[config.mk]
export PLATFORM = sky130hd
export DESIGN_NAME = wash_phase_sequencer
export DESIGN_NICKNAME = d
export VERILOG_FILES = /design/src/rtl/wash_phase_sequencer.sv
export SDC_FILE = /design/constraint.sdc
export NUM_CORES = 1
export LEC_CHECK = 0
export BUFFER_PORTS_ARGS = -buffer_cell sky130_fd_sc_hd__buf_4
export CAP_MARGIN = 25
export CORE_MARGIN = 10
export CORE_UTILIZATION = 53
export CTS_CLUSTER_SIZE = 28
export DETAILED_ROUTE_END_ITERATION = 10
export PLACE_DENSITY = 0.76
export SETUP_SLACK_MARGIN = 0.15
export SLEW_MARGIN = 10
export SYNTH_ARGS = -nofsm -noshare
export SYNTH_HDL_FRONTEND = slang
export SYNTH_SLANG_ARGS = --single-unit
[constraint.sdc]
create_clock -name cp -period 3.88 [get_ports cp]
set_input_delay 0.582 -clock cp [delete_from_list [all_inputs] [get_ports cp]]
set_output_delay 0.582 -clock cp [all_outputs]
set_load 0.05 [all_outputs]
[src/rtl/wash_phase_sequencer.sv]
// Washer programme sequencer: walks the enabled wash/rinse/dry phases through
// fill/agitate/drain/spin on 1 Hz ticks, with pause, lid interlock and a done alarm.
module wash_phase_sequencer #(
   parameter int unsigned FILL_T  = 3,
   parameter int unsigned WASH_T  = 9,
   parameter int unsigned RINSE_T = 6,
   parameter int unsigned DRAIN_T = 3,
   parameter int unsigned SPIN_T  = 3,
   parameter int unsigned ALARM_T = 5
) (
   input  logic       cp,
   input  logic       resetBtn,
   input  logic       runBtn,
   input  logic       openBtn,
   input  logic       tick,
   input  logic [2:0] mode,
   input  logic [2:0] waterLevel,
   output logic [1:0] phase,
   output logic [1:0] step,
   output logic       inWater,
   output logic       agitate,
   output logic       outWater,
   output logic       spin,
   output logic [7:0] remain,
   output logic [7:0] stepRemain,
   output logic       running,
   output logic       paused,
   output logic       done
);

   localparam int unsigned CW = 8;

   localparam logic [1:0] ST_FILL  = 2'd0;
   localparam logic [1:0] ST_AGIT  = 2'd1;
   localparam logic [1:0] ST_DRAIN = 2'd2;
   localparam logic [1:0] ST_SPIN  = 2'd3;

   typedef enum logic [1:0] {S_IDLE, S_RUN, S_PAUSE, S_ALARM} state_e;

   function automatic logic [2:0] clamp_lvl(input logic [2:0] l);
      if (l == 3'd0)      return 3'd1;
      else if (l > 3'd5)  return 3'd5;
      else                return l;
   endfunction

   // Phase p (1 wash, 2 rinse, 3 dry) maps to mode bit [3-p].
   function automatic logic phase_en(input logic [2:0] m, input logic [1:0] p);
      case (p)
         2'd1:    return m[2];
         2'd2:    return m[1];
         2'd3:    return m[0];
         default: return 1'b0;
      endcase
   endfunction

   function automatic logic [CW-1:0] step_dur(input logic [1:0] p, input logic [1:0] s,
                                             input logic [2:0] l);
      case (s)
         ST_FILL:  return CW'(FILL_T * 32'(l));
         ST_AGIT:  return (p == 2'd1) ? CW'(WASH_T) : CW'(RINSE_T);
         ST_DRAIN: return CW'(DRAIN_T);
         default:  return CW'(SPIN_T);
      endcase
   endfunction

   function automatic logic [CW-1:0] phase_total(input logic [1:0] p, input logic [2:0] m,
                                                input logic [2:0] l);
      if (!phase_en(m, p))
         return '0;
      else if (p == 2'd3)
         return step_dur(p, ST_DRAIN, l) + step_dur(p, ST_SPIN, l);
      else
         return step_dur(p, ST_FILL, l) + step_dur(p, ST_AGIT, l)
              + step_dur(p, ST_DRAIN, l) + step_dur(p, ST_SPIN, l);
   endfunction

   // Returns {found, phase, step} of the step after (p, s); p=0/s=SPIN yields the first step.
   function automatic logic [4:0] next_pos(input logic [1:0] p, input logic [1:0] s,
                                           input logic [2:0] m);
      logic [4:0] r;
      r = '0;
      if (p != 2'd0 && s != ST_SPIN) begin
         r = {1'b1, p, s + 2'd1};
      end else begin
         for (int q = 3; q >= 1; q--) begin
            if (q > int'(p) && phase_en(m, 2'(q)))
               r = {1'b1, 2'(q), (q == 3) ? ST_DRAIN : ST_FILL};
         end
      end
      return r;
   endfunction

   state_e        state_q, state_d;
   logic [1:0]    phase_q, phase_d;
   logic [1:0]    step_q, step_d;
   logic [CW-1:0] remain_q, remain_d;
   logic [CW-1:0] step_remain_q, step_remain_d;
   logic [CW-1:0] alarm_cnt_q, alarm_cnt_d;
   logic [2:0]    mode_q, mode_d;
   logic [2:0]    lvl_q, lvl_d;
   logic          in_water_q, in_water_d;
   logic          agitate_q, agitate_d;
   logic          out_water_q, out_water_d;
   logic          spin_q, spin_d;
   logic          running_q, running_d;
   logic          paused_q, paused_d;
   logic          done_q, done_d;
   logic [4:0]    nxt_pos;

   // Next-state and next-output logic.
   always_comb begin
      state_d       = state_q;
      phase_d       = phase_q;
      step_d        = step_q;
      remain_d      = remain_q;
      step_remain_d = step_remain_q;
      alarm_cnt_d   = alarm_cnt_q;
      mode_d        = mode_q;
      lvl_d         = lvl_q;
      nxt_pos       = '0;

      case (state_q)
         S_IDLE: begin
            if (runBtn && mode != 3'd0 && !openBtn) begin
               mode_d        = mode;
               lvl_d         = clamp_lvl(waterLevel);
               nxt_pos       = next_pos(2'd0, ST_SPIN, mode);
               phase_d       = nxt_pos[3:2];
               step_d        = nxt_pos[1:0];
               step_remain_d = step_dur(nxt_pos[3:2], nxt_pos[1:0], lvl_d);
               remain_d      = phase_total(2'd1, mode, lvl_d) + phase_total(2'd2, mode, lvl_d)
                             + phase_total(2'd3, mode, lvl_d);
               state_d       = S_RUN;
            end
         end
         S_RUN: begin
            // Pause requests win over a coincident tick, which is dropped.
            if (runBtn || openBtn) begin
               state_d = S_PAUSE;
            end else if (tick) begin
               remain_d = (remain_q != '0) ? remain_q - CW'(1) : '0;
               if (step_remain_q <= CW'(1)) begin
                  nxt_pos = next_pos(phase_q, step_q, mode_q);
                  if (nxt_pos[4]) begin
                     phase_d       = nxt_pos[3:2];
                     step_d        = nxt_pos[1:0];
                     step_remain_d = step_dur(nxt_pos[3:2], nxt_pos[1:0], lvl_q);
                  end else begin
                     state_d       = S_ALARM;
                     alarm_cnt_d   = CW'(ALARM_T);
                     phase_d       = 2'd0;
                     step_d        = 2'd0;
                     remain_d      = '0;
                     step_remain_d = '0;
                  end
               end else begin
                  step_remain_d = step_remain_q - CW'(1);
               end
            end
         end
         S_PAUSE: begin
            if (runBtn && !openBtn)
               state_d = S_RUN;
         end
         default: begin
            if (runBtn) begin
               state_d     = S_IDLE;
               alarm_cnt_d = '0;
            end else if (tick) begin
               if (alarm_cnt_q <= CW'(1)) begin
                  state_d     = S_IDLE;
                  alarm_cnt_d = '0;
               end else begin
                  alarm_cnt_d = alarm_cnt_q - CW'(1);
               end
            end
         end
      endcase

      running_d   = (state_d == S_RUN);
      paused_d    = (state_d == S_PAUSE);
      done_d      = (state_d == S_ALARM);
      in_water_d  = running_d && (step_d == ST_FILL);
      agitate_d   = running_d && (step_d == ST_AGIT);
      out_water_d = running_d && (step_d == ST_DRAIN);
      spin_d      = running_d && (step_d == ST_SPIN);
   end

   always_ff @(posedge cp) begin
      if (resetBtn) begin
         state_q       <= S_IDLE;
         phase_q       <= '0;
         step_q        <= '0;
         remain_q      <= '0;
         step_remain_q <= '0;
         alarm_cnt_q   <= '0;
         mode_q        <= '0;
         lvl_q         <= '0;
         in_water_q    <= 1'b0;
         agitate_q     <= 1'b0;
         out_water_q   <= 1'b0;
         spin_q        <= 1'b0;
         running_q     <= 1'b0;
         paused_q      <= 1'b0;
         done_q        <= 1'b0;
      end else begin
         state_q       <= state_d;
         phase_q       <= phase_d;
         step_q        <= step_d;
         remain_q      <= remain_d;
         step_remain_q <= step_remain_d;
         alarm_cnt_q   <= alarm_cnt_d;
         mode_q        <= mode_d;
         lvl_q         <= lvl_d;
         in_water_q    <= in_water_d;
         agitate_q     <= agitate_d;
         out_water_q   <= out_water_d;
         spin_q        <= spin_d;
         running_q     <= running_d;
         paused_q      <= paused_d;
         done_q        <= done_d;
      end
   end

   assign phase      = phase_q;
   assign step       = step_q;
   assign remain     = remain_q;
   assign stepRemain = step_remain_q;
   assign inWater    = in_water_q;
   assign agitate    = agitate_q;
   assign outWater   = out_water_q;
   assign spin       = spin_q;
   assign running    = running_q;
   assign paused     = paused_q;
   assign done       = done_q;

endmodule

After elaboration in Yosys (flattened, before gate mapping):

Cells that the tools add are included.

* equal/unequal tests: 18
* add/sub/neg operators: 13
* multiplexer cells: 115
* bitwise gates (word level): 1
* magnitude comparators: 6
* multipliers: 2
* reductions and logical operators: 28

Operator list (number)
* $mux 8: 48
* $add 8x8->8: 9
* $pmux 8 s2: 3
* $mux 5: 8
* $mux 2: 19
* $mux 4: 7
* $sub 8x1->8 const B: 3
* $mux 1: 21
* $pmux 5 s2: 2
* $le 8x1->1 const B: 2
* $eq 2x1->1 const B: 7
* $mux 3: 4
* $ne 2x2->1 const B: 6
* $logic_and 1x1->1: 11
* $eq 2x2->1 const B: 5
* $mul 2x3->5 const A: 2
* $logic_not 2->1: 4
* $pmux 2 s2: 2
* $reduce_bool 8->1: 1
* $pmux 2 s3: 1
* $reduce_and 6->1: 1
* $reduce_bool 2->1: 3
* $reduce_and 5->1: 1
* $gt 2x2->1 const A: 2
* other kinds (11): 11

* output and inout bits: 27
* input bits: 11
* register bits: 43
* word-level logic and storage cells: 198

Depth between registers and ports, before layout:

* depth in word-level cells: 24
* mapped depth: 16
* mapped depth without buffers: 15

Least setup slack after synthesis:

No wires, ideal clock.

* kind: input to register
* start: input waterLevel[2]
* end: register remain_q[5], in the netlist remain[5]
* data required time: 3751 ps
* stages on the path: 14
* path slack: 186 ps
* data arrival time: 3565 ps
* buffers on the path: 1
* cells stage by stage: clkbuf_1 -> nand2b_1 -> a21o_1 -> ha_1 -> ha_1 -> nand2b_1 -> fa_1 -> fa_1 -> nand2b_1 -> a21oi_1 -> xnor2_1 -> nor2_1 -> a41oi_1 -> o32ai_1

* longest elaborated chain between the ends: 19

RTL lines
* start: declaration: RTL line 17 `input logic [2:0] waterLevel,`
* $gt 3x3->1: RTL line 42 `else if (l > 3'd5) return 3'd5;`
* $mux 3: RTL line 42
* $mux 3 (*): RTL line 41 `if (l == 3'd0) return 3'd1;`
* $mux 3 (*): RTL line 124 `if (runBtn && mode != 3'd0 && !openBtn) begin`
* $mux 3 (*): RTL line 122 `case (state_q)`
* $mul 2x3->5 (*)
* $mux 8: RTL line 68 `if (!phase_en(m, p))`
* $mux 8: RTL line 124
* (+2 left out)
* $add 8x8->8 (2 in a row): RTL line 74 `+ step_dur(p, ST_DRAIN, l) + step_dur(p, ST_SPIN, l);`
* $mux 8: RTL line 68
* $mux 8: RTL line 124
* $mux 8: RTL line 122
* $add 8x8->8 (*): RTL line 131 `remain_d = phase_total(2'd1, mode, lvl_d) + phase_total(2'd2, mode, lvl_d)`
* $add 8x8->8 (*): RTL line 132 `+ phase_total(2'd3, mode, lvl_d);`
* $mux 8 (*): RTL line 124
* $pmux 8 s2 (*): RTL line 122
* end signal: assignment: RTL line 210 `remain_q <= remain_d;`
* end: declaration: RTL line 96 `logic [CW-1:0] remain_q, remain_d;`

Every way passes the cells marked *; elsewhere a longest branch is shown, timed or not. The select of a mux whose other input is x is not followed.
A chain may end at the register's enable or synchronous reset.

Final worst setup path:

Same ends and word-level chain as after synthesis.

==> results.json <==
{
  "status": "finished, final reports clean",
  "die_w_um": 97.94,
  "drv_slew": 0,
  "grt_max_degree": 40,
  "finClkSkew_ps": 4.470,
  "core_um2": 5921,
  "clock-sinks": 43,
  "avgViaCountPerCell": 6.127,
  "post-synth-top-count-cell": "nor2_1",
  "first_iter_violations": 318,
  "postCtsSetupBuffers": 0,
  "start_util": 0.5437,
  "antenna_found_initial": 0,
  "io_pins": 38,
  "synth_top_area_cell": "dfxtp_1",
  "synth_area_leaders": "dfxtp_1 (27%), ha_1 (7.4%), nor2_1 (6.1%)",
  "end_kind": "flop",
  "hold_path_end": "mode_q[2]",
  "synthArstFlopShare": 0,
  "clk_path_buf_depth": 2,
  "rsz0062_at_grt": "false",
  "reg2reg_to": "alarm_cnt_q[6]",
  "grt_remaining_overflow": 0,
  "grt_first_pass_wirelength_um": 14180,
  "netlist_area_um2": 3219,
  "critical_path_class": "in2reg",
  "ant_nets": 0,
  "htree_levels": 2,
  "syn_nets": 431,
  "antennaDiodeCount": 0,
  "drive_above_1_share": 0.1818,
  "tightest_slew_ps": 631.7,
  "rows": 28,
  "ir_drop_v": 0.0001727,
  "finalWirelength_um": 8254,
  "cp.required_ps": 4060,
  "grt_usage": 0.1694,
  "io_buffers": 37,
  "holdPathStages": 2,
  "numCtsBuffers": 5,
  "nNetsFinal": 462,
  "die_area_um2": 9591,
  "worstPathCellList": "buf_4 -> nand2b_1 -> a21o_1 -> ha_1 -> ha_1 -> nand2b_1 -> fa_1 -> fa_1 -> nand2b_1 -> a21oi_1 -> xnor2_1 -> nor2_1 -> a41oi_1 -> o32ai_1",
  "ys_warn_count": 0,
  "hold_ws_ps": 476.1,
  "multi_input_area_um2": 2175,
  "grt_pass1_vias": 2900,
  "power_density_nw_per_um2": 351.8,
  "synth_edf_count": 0,
  "final.setup.tns_ps": 0,
  "synth_ff_type": "dfxtp_1",
  "cp_slowest_cell": "fa_1",
  "clock.fmax_mhz": 285.9,
  "synthCells": 397,
  "dp_hpwl_um": 6078,
  "finalCritPeriodShare": 0.9015,
  "hp-class": "reg2reg",
  "synth_area_per_cell_um2": 8.109,
  "drt_first_pass_iters": 5,
  "insertion_delay_ps": 310,
  "seqCellArea_um2": 860.8,
  "cp.arrival_ps": 3680,
  "cp-start-kind": "input pin",
  "synth.distinct_cells": 68,
  "maxCapViolations": 0,
  "clockRootBuffer": "clkbuf_8",
  "finalHoldViolCount": 0,
  "clk_pin_slew_ps": 80,
  "reg2reg_slack_ps": 1390,
  "power.leakage_nw": 1.495,
  "final_util": 0.6154,
  "setup_viol_count_final": 0,
  "place_congestion": 0.9182,
  "die_y_um": 97.94,
  "wl_per_cell_um": 16.38,
  "timing.rr.start": "step[0]",
  "slew_headroom": 0.5756,
  "cts_tree": "yes",
  "reg2reg_depth": 7,
  "slowest_delay_ps": 480,
  "hold_buffers": 0,
  "area_growth_pct": 13.18,
  "ys_ff_latch": 43,
  "fillers": 535,
  "ys_seq_area_frac": 0.2674,
  "fin_crit_ps": 3498,
  "drc": 0,
  "num_vias": 3088,
  "synthTopCellsByCount": "nor2_1 (52), dfxtp_1 (43), a21oi_1 (29)",
  "hp-start": "mode_q[2]",
  "synth_top_area_frac": 0.2674,
  "cpMostUsedCell": "nand2b_1",
  "critPathMaxFanout": 9
}
==> worst max-delay path: cells and delay by family <==
kind	cells	cell delay [ps]
compound gates	4	650
fa+ha+maj	4	1550
simple gates	4	600
xor+xnor	1	140
buf+inv	1	140
==> area by class of cell <==
cell class / instances / share of cell area
timing repair buffer: 41 / 0.08551
inverter: 24 / 0.02473
tap: 75 / 0.02576
clock inverter: 3 / 0.01202
sequential: 43 / 0.2363
clock buffer: 5 / 0.01889
multi-input combinational: 313 / 0.5968
==> cell usage in the layout (no fill, tap or decap), types with 3 or more instances in the layout <==
cell type  Yosys  final
nor4_1         4      4
a211oi_1       8      8
dfxtp_1       43     43
a311oi_2       6      6
xor2_1         5      5
a32o_1         4      4
nor2b_1        8      8
or3_1          6      6
o211ai_1       3      3
xnor2_1        3      3
or2_2          4      4
mux2i_1        3      3
nand4b_1       3      3
a31oi_1        3      3
nand2b_1       8      8
nor2_1        52     52
ha_1          19     19
inv_1         24     24
o32ai_1        4      4
fa_1           4      4
clkbuf_8       0      5
o311a_1        3      3
nor3_2         2      3
o21a_1         3      3
nand2_1       26     26
buf_4          0     40
a21o_1         3      3
and2_1         5      5
a21oi_1       29     29
nor3_1        19     18
nand3_1        6      6
o21ai_0       23     23
==> metal layers <==
| layer | routed length (um) | up-vias | GRT usage |
|---|---|---|---|
| met2 | 3658 | 124 | 0.2528 |
| met5 | 0 | - | 0 |
| met3 | 596 | 13 | 0.03735 |
| li1 | - | 1499 | - |
| met4 | 147 | 0 | 0.06711 |
| met1 | 3852 | 1452 | 0.2297 |
==> logic make-up (layout without fill, tap and decap cells) <==
logic type      count (synthesis)  in the layout  synth area share
xor+xnor                        8              8           0.02177
fa+ha+maj                      23             23           0.09872
compound gates                113            113            0.2585
buf+inv                        41             73           0.05869
flops                          43             43            0.2674
mux                             5              5           0.01632
simple gates                  163            163            0.2775
other cells                     1              1          0.001165
==> report_power, final <==
group	switching [mW]	internal [mW]	total, mW
registers	0.0321	0.463	0.495
clock network	0.166	0.192	0.357
logic	0.274	0.155	0.429
total	0.471	0.810	1.28
==> repair_timing <==
item                                    CTS  global route
endpoints found under the setup margin    0             1
gates resized for setup                   0             2
hold endpoints to repair                  0             0
==> flip-flops by register name (all words and copies together) (netlist names) <==
register	flops
done	1
remain	8
mode_q	3
phase	2
stepRemain	8
alarm_cnt_q	8
step	2
state_q	2
outWater	1
paused	1
spin	1
lvl_q	3
inWater	1
running	1
agitate	1
==> worst max path at each step <==
stage | start | endpoint | depth (start not counted)
global placement | waterLevel[2] | remain[5] | 14
CTS | waterLevel[2] | remain[6] | 15
floorplan | waterLevel[2] | remain[5] | 14
detailed placement | waterLevel[2] | remain[6] | 15
global route | waterLevel[2] | remain[6] | 16
finish | waterLevel[2] | remain[5] | 14
==> through the flow <==
step                      power [mW]  std cells  worst slack [ps]  area (um^2)
after floorplan               0.8221        397             186.2         3219
after global placement        0.9192        495             145.1         3515
after detailed placement      0.9253        496             23.51         3526
after CTS                      1.283        504             335.7         3638
after global routing           1.359        504             194.3         3643
final                          1.282        504             382.2         3643
Note: power is estimated with default switching activity, not from simulation.
